### config.mk
export PLATFORM = sky130hd
export DESIGN_NAME = uart_rx_fifo
export DESIGN_NICKNAME = d
export VERILOG_FILES = /design/src/rtl/uart_rx_fifo.sv
export SDC_FILE = /design/constraint.sdc
export NUM_CORES = 1
export LEC_CHECK = 0
export BUFFER_PORTS_ARGS = -buffer_cell sky130_fd_sc_hd__buf_4
export CAP_MARGIN = 0
export CORE_MARGIN = 2
export CORE_UTILIZATION = 55
export CTS_CLUSTER_DIAMETER = 150
export CTS_CLUSTER_SIZE = 20
export DETAILED_ROUTE_END_ITERATION = 10
export GPL_ROUTABILITY_DRIVEN = 0
export PLACE_DENSITY = 0.78
export SLEW_MARGIN = 20
export SYNTH_ARGS = -nofsm -noshare
export SYNTH_HDL_FRONTEND = slang
export SYNTH_SLANG_ARGS = --single-unit
export TNS_END_PERCENT = 5
### constraint.sdc
create_clock -name clk50m -period 6.2 [get_ports clk50m]
set_clock_uncertainty 0.2 [all_clocks]
set_input_delay 0.31 -clock clk50m [delete_from_list [all_inputs] [get_ports clk50m]]
set_output_delay 0.31 -clock clk50m [all_outputs]
set_load 0.03 [all_outputs]
### src/rtl/uart_rx_fifo.sv
// Receive FIFO behind the UART receiver: captures one frame per rx_ready rising edge.
// Optional UART_RX_FIFO_ERR_DROP_EN: errored frames are dropped and counted in err_cnt.
module uart_rx_fifo #(
  parameter int WIDTH = 8,
  parameter int DEPTH = 16
) (
  input  logic                   clk50m,
  input  logic                   rst,
  input  logic [WIDTH-1:0]       rx_data,
  input  logic                   rx_ready,
  input  logic                   rx_error,
  output logic [WIDTH-1:0]       out_data,
  output logic                   out_err,
  output logic                   out_valid,
  input  logic                   out_ready,
  output logic [$clog2(DEPTH):0] level,
  output logic                   full,
  output logic                   empty,
  output logic                   overflow,
  input  logic                   ovf_clr
`ifdef UART_RX_FIFO_ERR_DROP_EN
  ,output logic [7:0]            err_cnt
`endif
);

  localparam int AW = $clog2(DEPTH);
`ifdef UART_RX_FIFO_ERR_DROP_EN
  localparam int EW = WIDTH;
`else
  localparam int EW = WIDTH + 1;
`endif
  localparam logic [AW:0] PTR_ONE  = {{AW{1'b0}}, 1'b1};
  localparam logic [AW:0] PTR_ZERO = {(AW+1){1'b0}};
  localparam logic [AW:0] FULL_LVL = {1'b1, {AW{1'b0}}};

  logic [EW-1:0] r_mem [DEPTH];
  logic [AW:0]   r_wr_ptr;
  logic [AW:0]   r_rd_ptr;
  logic          r_rdy_q;
  logic          r_overflow;
  logic [AW:0]   w_level;
  logic          w_full;
  logic          w_empty;
  logic          w_push_req;
  logic          w_pop;
  logic          w_err_drop;
  logic          w_push_ok;
  logic          w_ovf_set;
  logic [EW-1:0] w_entry;
  logic [EW-1:0] w_head;

  assign w_level = r_wr_ptr - r_rd_ptr;
  assign w_full  = (w_level == FULL_LVL);
  assign w_empty = (w_level == PTR_ZERO);
  assign w_head  = r_mem[r_rd_ptr[AW-1:0]];

  // Push/pop decisions; a pop in the same cycle frees the slot a full FIFO needs.
  always_comb begin
    w_push_req = rx_ready & ~r_rdy_q;
    w_pop      = ~w_empty & out_ready;
`ifdef UART_RX_FIFO_ERR_DROP_EN
    w_err_drop = w_push_req & rx_error;
    w_entry    = rx_data;
`else
    w_err_drop = 1'b0;
    w_entry    = {rx_error, rx_data};
`endif
    w_push_ok  = w_push_req & ~w_err_drop & (~w_full | w_pop);
    w_ovf_set  = w_push_req & ~w_err_drop & w_full & ~w_pop;
  end

  // Storage array; contents are meaningless until pointed at, so no reset.
  always_ff @(posedge clk50m) begin
    if (w_push_ok && !rst) begin
      r_mem[r_wr_ptr[AW-1:0]] <= w_entry;
    end
  end

  // Pointers, edge register and sticky overflow; rdy_q resets high to ignore a stale ready.
  always_ff @(posedge clk50m) begin
    if (rst) begin
      r_wr_ptr   <= PTR_ZERO;
      r_rd_ptr   <= PTR_ZERO;
      r_rdy_q    <= 1'b1;
      r_overflow <= 1'b0;
    end else begin
      r_rdy_q <= rx_ready;
      if (w_push_ok) begin
        r_wr_ptr <= r_wr_ptr + PTR_ONE;
      end
      if (w_pop) begin
        r_rd_ptr <= r_rd_ptr + PTR_ONE;
      end
      if (w_ovf_set) begin
        r_overflow <= 1'b1;
      end else if (ovf_clr) begin
        r_overflow <= 1'b0;
      end
    end
  end

`ifdef UART_RX_FIFO_ERR_DROP_EN
  logic [7:0] r_err_cnt;

  // Saturating count of dropped errored frames.
  always_ff @(posedge clk50m) begin
    if (rst) begin
      r_err_cnt <= 8'd0;
    end else if (w_err_drop && (r_err_cnt != 8'd255)) begin
      r_err_cnt <= r_err_cnt + 8'd1;
    end
  end

  assign err_cnt  = r_err_cnt;
  assign out_data = w_head;
  assign out_err  = 1'b0;
`else
  assign out_data = w_head[WIDTH-1:0];
  assign out_err  = w_head[WIDTH];
`endif

  assign out_valid = ~w_empty;
  assign level     = w_level;
  assign full      = w_full;
  assign empty     = w_empty;
  assign overflow  = r_overflow;

endmodule

## After elaboration in Yosys (flattened, before gate mapping)

Memory sizes are Yosys's and may differ from the RTL's. A register that Yosys moved wholly into a read port is not among the register bits.
Index checks and enable logic that the tools add are counted.
Widths: inputs -> output; s select.

| word-level totals | value |
|---|---|
| bits in registers | 12 |
| latch bits | 0 |
| memory bits (writable) | 144 |
| ROM bits | 0 |
| input port bits | 14 |
| output and inout bits | 18 |
| logic and storage cells | 29 |
| memories kept | 1 |

Memory list:

| memory | depth | bits a word | read ports | clocked after memory_dff | write ports | line | text |
|---|---|---|---|---|---|---|---|
| r_mem | 16 | 9 | 1 | 1 | 1 | 36 | `logic [EW-1:0] r_mem [DEPTH];` |

| cells by class | value |
|---|---|
| $add $sub $neg | 3 |
| multipliers | 0 |
| div/mod/pow operators | 0 |
| $lt $le $gt $ge | 0 |
| eq/ne operators | 1 |
| shift-type cells | 0 |
| mux-type cells | 6 |
| bitwise logic cells | 10 |
| reductions and logical operators | 4 |

Operator list:

| operator | count |
|---|---|
| $add 5x1->5 const B | 2 |
| $mux 4 | 2 |
| $and 1x1->1 | 5 |
| $eq 5x5->1 const B | 1 |
| $logic_not 5->1 | 1 |
| $sub 5x5->5 | 1 |
| $mux 1 | 4 |
| $not 1->1 | 4 |
| $reduce_bool 2->1 | 1 |
| $logic_and 1x1->1 | 1 |
| $logic_not 1->1 | 1 |
| $or 1x1->1 | 1 |

## Logic depth before layout (Yosys ltp)

Gate-level depths: netlist of run 1.

| depth | value |
|---|---|
| depth after elaboration | 9 |
| mapped depth | 11 |

## Least setup slack after synthesis of run 1

Ideal clock, no wire load.

| path | value |
|---|---|
| path kind | register to register |
| start point | reg r_wr_ptr[0] |
| end point | mem r_mem[4][0] (netlist bit) (enable) |
| library setup time | 0.403 ns |
| arrival | 3.399 ns |
| slack | 2.199 ns |
| cell stages (with the launch flop) | 11 |
| period minus slack after synthesis | 4.001 ns |
| path through | dfxtp_1 > inv_1 > ha_1 > inv_1 > fa_1 > xor2_1 > nand4b_2 > a2111oi_2 > or2_1 > buf_6 > nor4b_1 |

| between the ends | value |
|---|---|
| longest elaborated chain between the ends | 9 |
| elaborated cells on any way between the ends | 11 |
| those cells by class | add/sub: 1; eq/ne: 1; mux: 2; bitwise: 5; reduce/logical: 2 |

Ends and longest elaborated chain:

| item | line | text |
|---|---|---|
| start: declaration | 37 | `logic [AW:0] r_wr_ptr;` |
| start signal: assignment | 89 | `r_wr_ptr <= r_wr_ptr + PTR_ONE;` |
| $sub 5x5->5 * | 52 | `assign w_level = r_wr_ptr - r_rd_ptr;` |
| named net level[2] | 16 | `output logic [$clog2(DEPTH):0] level,` |
| $logic_not 5->1 | 54 | `assign w_empty = (w_level == PTR_ZERO);` |
| $not 1->1 | 60 | `w_pop = ~w_empty & out_ready;` |
| $and 1x1->1 | 60 |  |
| $or 1x1->1 * | 68 | `w_push_ok = w_push_req & ~w_err_drop & (~w_full \| w_pop);` |
| $and 1x1->1 * | 68 |  |
| $logic_and 1x1->1 * | 74 | `if (w_push_ok && !rst) begin` |
| $mux 1 * | 74 |  |
| $mux 1 (not written as such) * | 75 | `r_mem[r_wr_ptr[AW-1:0]] <= w_entry;` |
| end: declaration | 36 |  |

The timed path passes the listed nets; every way through them passes the cells marked *.

## Worst setup path in the final report of run 1

| path | value |
|---|---|
| start point | reg r_wr_ptr[2] |
| end point | mem r_mem[12][5] (netlist bit) (enable) |

| between the ends | value |
|---|---|
| longest elaborated chain between the ends | 9 |
| elaborated cells on any way between the ends | 11 |
| those cells by class | add/sub: 1; eq/ne: 1; mux: 2; bitwise: 5; reduce/logical: 2 |

Ends and longest elaborated chain:

| item | line |
|---|---|
| $sub 5x5->5 | 52 |
| $logic_not 5->1 | 54 |
| $not 1->1 | 60 |
| $and 1x1->1 | 60 |
| $or 1x1->1 | 68 |
| $and 1x1->1 | 68 |
| $logic_and 1x1->1 | 74 |
| $mux 1 | 74 |
| $mux 1 (not written as such) | 75 |

Parallel ways exist; a longest one is shown, timed or not.

==> impl_metrics.prom, run 1 <==
# TYPE chip_impl_metric gauge
chip_impl_metric{name="largest_net_degree_at_the_start_of_global_routing",unit=""} 37
chip_impl_metric{name="setup-violations-final",unit=""} 0
chip_impl_metric{name="worst_slack",unit="ns"} 1.53
chip_impl_info{name="grt_setup_unrepaired",value="no"} 1
chip_impl_metric{name="synth-seq-cells",unit=""} 160
chip_impl_metric{name="core-area",unit="mm²"} 0.0115
chip_impl_metric{name="placementRows",unit=""} 39
chip_impl_metric{name="floorplan.die.height",unit="µm"} 113
chip_impl_metric{name="post_synth_instance_area",unit="mm²"} 0.00649
chip_impl_metric{name="worst_ep_arrival_time",unit="ns"} 4.65
chip_impl_metric{name="synthCells",unit=""} 324
chip_impl_metric{name="post_cts.resized_instances",unit=""} 0
chip_impl_metric{name="compound_cell_area_share_of_the_yosys_netlist",unit="%"} 2.70
chip_impl_metric{name="grt_pass1_vias",unit=""} 3436
chip_impl_metric{name="syn_to_final_growth",unit="%"} 17.0
chip_impl_metric{name="chipWidth",unit="µm"} 113
chip_impl_metric{name="filler_cell_count",unit=""} 731
chip_impl_metric{name="drtIter0Drc",unit=""} 361
chip_impl_metric{name="post-route-drc-count",unit=""} 0
chip_impl_metric{name="power.density_cell_area",unit="mW/mm²"} 377
chip_impl_info{name="yosysTopAreaCell",value="sky130_fd_sc_hd__edfxtp_1"} 1
chip_impl_metric{name="clk_pin_slew_worst_paths",unit="ns"} 0.06
chip_impl_metric{name="synth_area_per_cell",unit="µm²"} 20.0
chip_impl_metric{name="drt_pre_antenna_iters",unit=""} 5
chip_impl_metric{name="fin_util",unit="%"} 66.2
chip_impl_metric{name="cellLeakagePower",unit="nW"} 2.38
chip_impl_metric{name="period_share",unit="%"} 75.4
chip_impl_metric{name="power.switching_fraction",unit="%"} 27.3
chip_impl_metric{name="routedWlPerCell",unit="µm"} 24.5
chip_impl_metric{name="grt_first_pass_wirelength",unit="µm"} 20100
chip_impl_metric{name="yosysSeqAreaShare",unit="%"} 71.5
chip_impl_metric{name="worstSkewPairLatency",unit="ns"} 0.42
chip_impl_metric{name="power.switching",unit="mW"} 0.782
chip_impl_metric{name="post_synth_and_or_nand_nor_area_fraction",unit="%"} 5.40
chip_impl_info{name="status",value="completed"} 1
chip_impl_metric{name="worst_slew_margin_rel",unit="%"} 28.9
chip_impl_metric{name="fin_crit",unit="ns"} 4.67
chip_impl_info{name="synth_area_leaders",value="sky130_fd_sc_hd__edfxtp_1, sky130_fd_sc_hd__mux4_2, sky130_fd_sc_hd__dfxtp_1"} 1
chip_impl_metric{name="routed_via_density",unit=""} 6.09
chip_impl_metric{name="fraction_of_layout_instances_using_a_drive_strength_above_1",unit="%"} 32.6
chip_impl_info{name="synth_flop_cell",value="sky130_fd_sc_hd__edfxtp_1"} 1
chip_impl_metric{name="tritoncts_num_sinks",unit=""} 160
chip_impl_metric{name="met2RoutedLength",unit="µm"} 6630
chip_impl_metric{name="totalNegativeSetupSlack",unit="ns"} 0
chip_impl_info{name="highest_layer",value="met4"} 1
chip_impl_metric{name="path_max_fanout",unit=""} 17
chip_impl_metric{name="placement.setup.worst_slack",unit="ns"} 1.53
chip_impl_info{name="synth_top_family_by_area",value="multiplexers"} 1
chip_impl_metric{name="vdd_drop_max",unit="mV"} 0.367
chip_impl_metric{name="vias",unit=""} 3230
chip_impl_metric{name="hold_viol_final",unit=""} 0
chip_impl_metric{name="synth_fa_ha_area_share",unit="%"} 2.04
chip_impl_metric{name="worst_pin_slew",unit="ns"} 1.06
chip_impl_metric{name="ffs_w_async_s_r_synth",unit="%"} 0
chip_impl_metric{name="ant_nets",unit=""} 0
chip_impl_metric{name="placement.io_buffers",unit=""} 31
chip_impl_metric{name="cts_max_path_buffers",unit=""} 2
chip_impl_info{name="worstSetupEndpointType",value="register"} 1
chip_impl_metric{name="grt_overflow",unit=""} 0
chip_impl_metric{name="part_of_the_total_power_dissipated_in_sequential_elements",unit="%"} 41.8
chip_impl_metric{name="ys_warn_count",unit=""} 0
chip_impl_metric{name="n_antenna_cell",unit=""} 0
chip_impl_metric{name="multiInputGateArea",unit="mm²"} 0.00180
chip_impl_metric{name="length_of_routed_wiring_on_met1",unit="µm"} 5060
chip_impl_metric{name="synth_enable_flop_cells",unit=""} 144
chip_impl_metric{name="starting_density_of_the_core",unit="%"} 56.6
chip_impl_info{name="startpoint_type",value="register"} 1
chip_impl_metric{name="drt_wl_total",unit="µm"} 13000
chip_impl_metric{name="cp_data_required_time",unit="ns"} 6.18
chip_impl_metric{name="timing_max_transition_violations_final",unit=""} 0
chip_impl_metric{name="post-cts-setup-buffer-count",unit=""} 0
chip_impl_info{name="tritoncts_clock_tree",value="built"} 1
chip_impl_metric{name="area_taken_by_flip_flops_and_latches",unit="mm²"} 0.00465
chip_impl_metric{name="antenna_found_initial",unit=""} 0
chip_impl_metric{name="multiplexer_share_of_the_synthesized_area",unit="%"} 15.6
chip_impl_metric{name="fmaxAchievable",unit="MHz"} 214
chip_impl_metric{name="power.share.clock",unit="%"} 33.6
chip_impl_metric{name="synth_largest_type_area_fraction",unit="%"} 66.6
chip_impl_metric{name="xor_xnor_fraction_of_synth_area",unit="%"} 0.405
chip_impl_info{name="critical_path_class",value="register to register"} 1
chip_impl_metric{name="boundaryPins",unit=""} 32
chip_impl_metric{name="groute.usage.overall",unit="%"} 22.2
chip_impl_metric{name="max-cap-violations",unit=""} 0
chip_impl_metric{name="comb_power_share",unit="%"} 24.6
chip_impl_metric{name="synth.distinct_cells",unit=""} 40
chip_impl_metric{name="cts-buffers-inserted",unit=""} 17
chip_impl_metric{name="floorplan.die_area",unit="mm²"} 0.0127
chip_impl_metric{name="dr_wl_met3",unit="µm"} 1010
chip_impl_metric{name="fin_nets",unit=""} 398
chip_impl_info{name="cts.root.buffer_cell",value="sky130_fd_sc_hd__clkbuf_16"} 1
chip_impl_metric{name="power.internal",unit="mW"} 2.08
chip_impl_info{name="hold_class",value="primary input to register"} 1
chip_impl_metric{name="clock_tree.htree_level_count",unit=""} 4
chip_impl_metric{name="cts.hold.buffers_added",unit=""} 8
chip_impl_metric{name="mappedNetlistNets",unit=""} 348
chip_impl_metric{name="placed_wire_length_estimate",unit="µm"} 7570
area by class of cell:
type	instances	share of cell area (%)
Clock inverter	10	1.24
Multi-Input combinational cell	135	23.7
Timing Repair Buffer	49	5.11
Sequential cell	160	61.2
Tap cell	143	2.36
Inverter	11	0.544
Clock buffer	22	5.85
routing by layer:
layer / up-vias / global-route usage, %
met5: - / 0
met4: 0 / 10.3
met3: 22 / 7.56
met2: 134 / 35.3
met1: 1629 / 27.6
li1: 1445 / -
logic make-up after synthesis:
| group | after synthesis |
|---|---|
| flip-flops | 160 |
| AND/OR/NAND/NOR | 48 |
| multiplexers | 45 |
| AO/OA/AOI/OAI | 29 |
| buffers and inverters | 29 |
| adder cells (fa/ha/maj) | 10 |
| XOR/XNOR | 3 |
per-stage QoR:
step | power (mW) | instance area, µm² | hold slack (ns) | cells
floorplan | 1.74 | 6490 | 0.179 | 324
global placement | 1.91 | 6970 | 0.267 | 490
detailed placement | 1.93 | 6980 | 0.278 | 490
CTS | 2.89 | 7590 | 0.000212 | 530
global route | 2.97 | 7590 | 0.00697 | 530
finish | 2.87 | 7590 | 0.00663 | 530
worst max-delay path, stage by stage (launching register included):
cell and delay (ns):
sky130_fd_sc_hd__dfxtp_1 0.96, sky130_fd_sc_hd__ha_1 0.42, sky130_fd_sc_hd__xor2_1 0.21, sky130_fd_sc_hd__nand4b_2 0.24, sky130_fd_sc_hd__a2111oi_2 0.92, sky130_fd_sc_hd__or2_1 0.89, sky130_fd_sc_hd__nor3_1 0.32, sky130_fd_sc_hd__buf_4 0.26
registers in the layout, indices dropped and copies added, names as in the netlist, named ones only:
register	count
overflow	1
r_mem	144
r_rd_ptr	5
r_rdy_q	1
r_wr_ptr	5
path summary, 6_finish.rpt:
kind | startpoint | end | slack [ns] | cells after the start
setup / recovery | r_wr_ptr[2] | r_mem[12][5] | 1.53 | 7
hold / removal | rx_data[0] | r_mem[12][0] | 0.007 | 1
setup reg to reg | r_wr_ptr[2] | r_mem[12][5] | 1.53 | 7
hold reg to reg | r_rd_ptr[4] | r_rd_ptr[4] | 0.31 | 2
synth_stat cells, types with 2 or more instances:
cell,instances
sky130_fd_sc_hd__nor4_2,6
sky130_fd_sc_hd__o21ai_0,7
sky130_fd_sc_hd__a21oi_1,15
sky130_fd_sc_hd__clkbuf_1,7
sky130_fd_sc_hd__or4_1,2
sky130_fd_sc_hd__nor4_1,2
sky130_fd_sc_hd__nand3_1,3
sky130_fd_sc_hd__xor2_1,3
sky130_fd_sc_hd__buf_1,3
sky130_fd_sc_hd__nand4_1,3
sky130_fd_sc_hd__mux4_2,45
sky130_fd_sc_hd__o31ai_1,2
sky130_fd_sc_hd__nand2b_1,6
sky130_fd_sc_hd__dfxtp_1,16
sky130_fd_sc_hd__nand2_1,2
sky130_fd_sc_hd__ha_1,9
sky130_fd_sc_hd__buf_2,4
sky130_fd_sc_hd__edfxtp_1,144
sky130_fd_sc_hd__nor4b_1,4
sky130_fd_sc_hd__or3_1,6
sky130_fd_sc_hd__nand3b_1,3
sky130_fd_sc_hd__buf_6,2
sky130_fd_sc_hd__nor3_1,4
sky130_fd_sc_hd__inv_1,10
cells in the final DEF (no fill, tap or decap), types with 2 or more instances in the layout:
master | Yosys | routed
sky130_fd_sc_hd__a21oi_1 | 15 | 15
sky130_fd_sc_hd__buf_4 | 1 | 41
sky130_fd_sc_hd__bufinv_16 | 0 | 2
sky130_fd_sc_hd__clkbuf_1 | 7 | 5
sky130_fd_sc_hd__clkbuf_16 | 0 | 17
sky130_fd_sc_hd__clkinv_1 | 0 | 5
sky130_fd_sc_hd__clkinv_2 | 0 | 3
sky130_fd_sc_hd__dfxtp_1 | 16 | 15
sky130_fd_sc_hd__dlygate4sd3_1 | 0 | 8
sky130_fd_sc_hd__edfxtp_1 | 144 | 144
sky130_fd_sc_hd__ha_1 | 9 | 9
sky130_fd_sc_hd__inv_1 | 10 | 10
sky130_fd_sc_hd__mux4_2 | 45 | 45
sky130_fd_sc_hd__nand2_1 | 2 | 2
sky130_fd_sc_hd__nand2b_1 | 6 | 6
sky130_fd_sc_hd__nand3_1 | 3 | 3
sky130_fd_sc_hd__nand3b_1 | 3 | 3
sky130_fd_sc_hd__nand4_1 | 3 | 3
sky130_fd_sc_hd__nor3_1 | 4 | 3
sky130_fd_sc_hd__nor4_4 | 0 | 7
sky130_fd_sc_hd__nor4b_2 | 0 | 4
sky130_fd_sc_hd__o21ai_0 | 7 | 7
sky130_fd_sc_hd__o31ai_1 | 2 | 2
sky130_fd_sc_hd__or3_1 | 6 | 6
sky130_fd_sc_hd__or4_1 | 2 | 2
sky130_fd_sc_hd__xor2_1 | 3 | 3
power groups by stage:
stage | logic [mW] | clock network, mW | registers (mW)
3_3_place_gp | 0.690 | 0 | 1.22
2_1_floorplan | 0.526 | 0 | 1.22
4_1_cts | 0.715 | 0.976 | 1.20
6_report | 0.706 | 0.962 | 1.20
5_1_grt | 0.754 | 1.02 | 1.20
3_5_place_dp | 0.705 | 0 | 1.22
(Power assumes the default switching activity.)
==> inputs of run 2 (changes only) <==
Clock period 6.2 ns to 4.32 ns, I/O delays scaled along.
==> run 2 against run 1 <==
Against the previous run: worst hold slack improved by 0.30 ns; non-clock buffer count rose by 16; clock power rose by 50%; critical endpoint is now r_mem[4][0].
==> impl_metrics.prom, run 2 (same netlist as run 1, synthesis figures left out) <==
# TYPE chip_impl_metric gauge
chip_impl_info{name="status",value="completed"} 1
chip_impl_metric{name="fraction_of_layout_instances_using_a_drive_strength_above_1",unit="%"} 34.5
chip_impl_metric{name="chipWidth",unit="µm"} 113
chip_impl_metric{name="power.density_cell_area",unit="mW/mm²"} 546
chip_impl_metric{name="largest_net_degree_at_the_start_of_global_routing",unit=""} 37
chip_impl_metric{name="fmaxAchievable",unit="MHz"} 258
chip_impl_metric{name="cellLeakagePower",unit="nW"} 2.47
chip_impl_metric{name="placedInstanceArea",unit="mm²"} 0.00698
chip_impl_metric{name="power.switching",unit="mW"} 1.17
chip_impl_info{name="cts.root.buffer_cell",value="sky130_fd_sc_hd__clkbuf_16"} 1
chip_impl_metric{name="syn_to_final_growth",unit="%"} 18.9
chip_impl_metric{name="part_of_the_total_power_dissipated_in_sequential_elements",unit="%"} 42.1
chip_impl_metric{name="grt_first_pass_wirelength",unit="µm"} 20300
chip_impl_info{name="critical_path_class",value="register to register"} 1
chip_impl_metric{name="clock_tree.htree_level_count",unit=""} 4
chip_impl_metric{name="largest_reg_flops",unit=""} 144
chip_impl_metric{name="power.internal",unit="mW"} 3.04
chip_impl_info{name="tritoncts_clock_tree",value="built"} 1
chip_impl_metric{name="cp_data_required_time",unit="ns"} 4.16
chip_impl_metric{name="worst_ep_arrival_time",unit="ns"} 3.72
chip_impl_metric{name="floorplan.die.height",unit="µm"} 113
chip_impl_info{name="worstSetupEndpointType",value="register"} 1
chip_impl_metric{name="placement.setup.worst_slack",unit="ns"} 0.452
chip_impl_metric{name="power.total",unit="mW"} 4.21
chip_impl_metric{name="post-route-drc-count",unit=""} 0
chip_impl_metric{name="tritoncts_num_sinks",unit=""} 160
chip_impl_info{name="worstHoldStart",value="r_wr_ptr[4]"} 1
chip_impl_metric{name="placement.io_buffers",unit=""} 31
chip_impl_metric{name="worstSkewPairLatency",unit="ns"} 0.43
chip_impl_metric{name="fin_cells",unit=""} 546
chip_impl_metric{name="routed_via_density",unit=""} 6.14
chip_impl_info{name="most-common-layout-cells",value="sky130_fd_sc_hd__edfxtp_1, sky130_fd_sc_hd__buf_4, sky130_fd_sc_hd__mux4_2"} 1
chip_impl_metric{name="final_cell_area",unit="mm²"} 0.00772
chip_impl_metric{name="worst_pin_slew",unit="ns"} 1.03
chip_impl_metric{name="placed_wire_length_estimate",unit="µm"} 8430
chip_impl_metric{name="comb_power_share",unit="%"} 23.7
chip_impl_metric{name="timing_max_transition_violations_final",unit=""} 0
chip_impl_metric{name="starting_density_of_the_core",unit="%"} 56.6
chip_impl_metric{name="numPlacedInstances",unit=""} 499
chip_impl_metric{name="worst_slack",unit="ns"} 0.439
chip_impl_metric{name="grt_pass1_vias",unit=""} 3384
chip_impl_metric{name="drt_pre_antenna_iters",unit=""} 5
chip_impl_metric{name="cts_max_path_buffers",unit=""} 2
chip_impl_metric{name="floorplan.die_area",unit="mm²"} 0.0127
chip_impl_metric{name="power.switching_fraction",unit="%"} 27.8
chip_impl_metric{name="core-area",unit="mm²"} 0.0115
chip_impl_metric{name="clk_pin_slew_worst_paths",unit="ns"} 0.06
chip_impl_metric{name="cts-buffers-inserted",unit=""} 17
chip_impl_metric{name="fin_crit",unit="ns"} 3.88
chip_impl_metric{name="n_antenna_cell",unit=""} 0
chip_impl_metric{name="worst_slew_margin_rel",unit="%"} 31.1
chip_impl_info{name="startpoint_type",value="register"} 1
chip_impl_metric{name="post-cts-setup-buffer-count",unit=""} 0
chip_impl_metric{name="max-cap-violations",unit=""} 0
chip_impl_metric{name="groute.usage.overall",unit="%"} 22.8
chip_impl_info{name="regToRegStartpoint",value="r_wr_ptr[0]"} 1
chip_impl_metric{name="path_max_fanout",unit=""} 12
chip_impl_metric{name="fin_nets",unit=""} 414
chip_impl_metric{name="setup-violations-final",unit=""} 0
chip_impl_metric{name="drt_wl_total",unit="µm"} 13400
chip_impl_metric{name="totalNegativeSetupSlack",unit="ns"} 0
chip_impl_metric{name="grt_overflow",unit=""} 0
chip_impl_metric{name="period_share",unit="%"} 89.8
chip_impl_metric{name="placementRows",unit=""} 39
chip_impl_metric{name="ant_nets",unit=""} 0
chip_impl_info{name="grt_setup_unrepaired",value="no"} 1
chip_impl_info{name="cp-startpoint",value="r_wr_ptr[0]"} 1
chip_impl_metric{name="vdd_drop_max",unit="mV"} 0.399
chip_impl_info{name="hold_class",value="register to register"} 1
chip_impl_metric{name="vias",unit=""} 3350
chip_impl_metric{name="drtIter0Drc",unit=""} 357
chip_impl_metric{name="routedWlPerCell",unit="µm"} 24.6
chip_impl_metric{name="hold_viol_final",unit=""} 0
chip_impl_metric{name="power.share.clock",unit="%"} 34.2
chip_impl_metric{name="boundaryPins",unit=""} 32
chip_impl_metric{name="antenna_found_initial",unit=""} 0
chip_impl_info{name="layout_commonest_cell",value="sky130_fd_sc_hd__edfxtp_1"} 1
[run 2: changes by cell type in the layout (fill, tap and decap cells not counted), sizes merged]
cell,change
clkinvlp,+1
clkbuf,+5
buf,+9
dlygate4sd3,+7
bufinv,-2
inv,+1
clkinv,-5
[run 2: layout make-up]
class | instances | area [µm²]
Clock buffer | 27 | 547
Clock inverter | 5 | 38.8
Fill cell | 697 | 3750
Inverter | 11 | 41.3
Multi-Input combinational cell | 135 | 1740
Sequential cell | 160 | 4650
Tap cell | 143 | 179
Timing Repair Buffer | 65 | 526
[run 2: metal layers]
metal	share of wire, %	global-route usage (%)
met1	42	30.9
met2	50	35.6
met3	6.2	6.70
met4	2.6	8.21
met5	0	0
[run 2: timing repair]
| item | in CTS | in global routing |
|---|---|---|
| setup endpoints to repair | 0 | 0 |
| resized for setup | 0 | 0 |
| endpoints found under the hold margin | 160 | 0 |
| hold buffers | 15 | 0 |
[run 2: worst max-delay path, cell delays in order, from the launching register on]
cell	delay (ns)
sky130_fd_sc_hd__dfxtp_1	0.35
sky130_fd_sc_hd__inv_1	0.12
sky130_fd_sc_hd__ha_1	0.17
sky130_fd_sc_hd__inv_1	0.05
sky130_fd_sc_hd__fa_1	0.39
sky130_fd_sc_hd__xor2_1	0.25
sky130_fd_sc_hd__nand4b_2	0.21
sky130_fd_sc_hd__a2111oi_2	0.08
sky130_fd_sc_hd__buf_4	0.18
sky130_fd_sc_hd__or2_1	0.34
sky130_fd_sc_hd__buf_4	0.25
sky130_fd_sc_hd__nor4b_2	0.89
[run 2: final timing paths]
kind                 end  slack, ns  cells past startpoint
max          r_mem[4][0]       0.44                     11
min          r_wr_ptr[4]       0.31                      2
max reg2reg  r_mem[4][0]       0.44                     11
min reg2reg  r_wr_ptr[4]       0.31                      2
[run 2: through the flow]
step                      util [%]  hold slack, ns
final                         67.3           0.308
after global routing          67.3           0.323
after CTS                     67.3           0.313
after detailed placement      60.8           0.229
after global placement        60.8           0.225
after floorplan                  -          0.0851
[run 2: power groups by stage]
stage	logic (mW)	registers [mW]	clock network, mW
2_1_floorplan	0.756	1.75	0
3_3_place_gp	0.971	1.81	0
3_5_place_dp	0.984	1.81	0
4_1_cts	1.00	1.78	1.46
5_1_grt	1.05	1.78	1.51
6_report	1.00	1.77	1.44
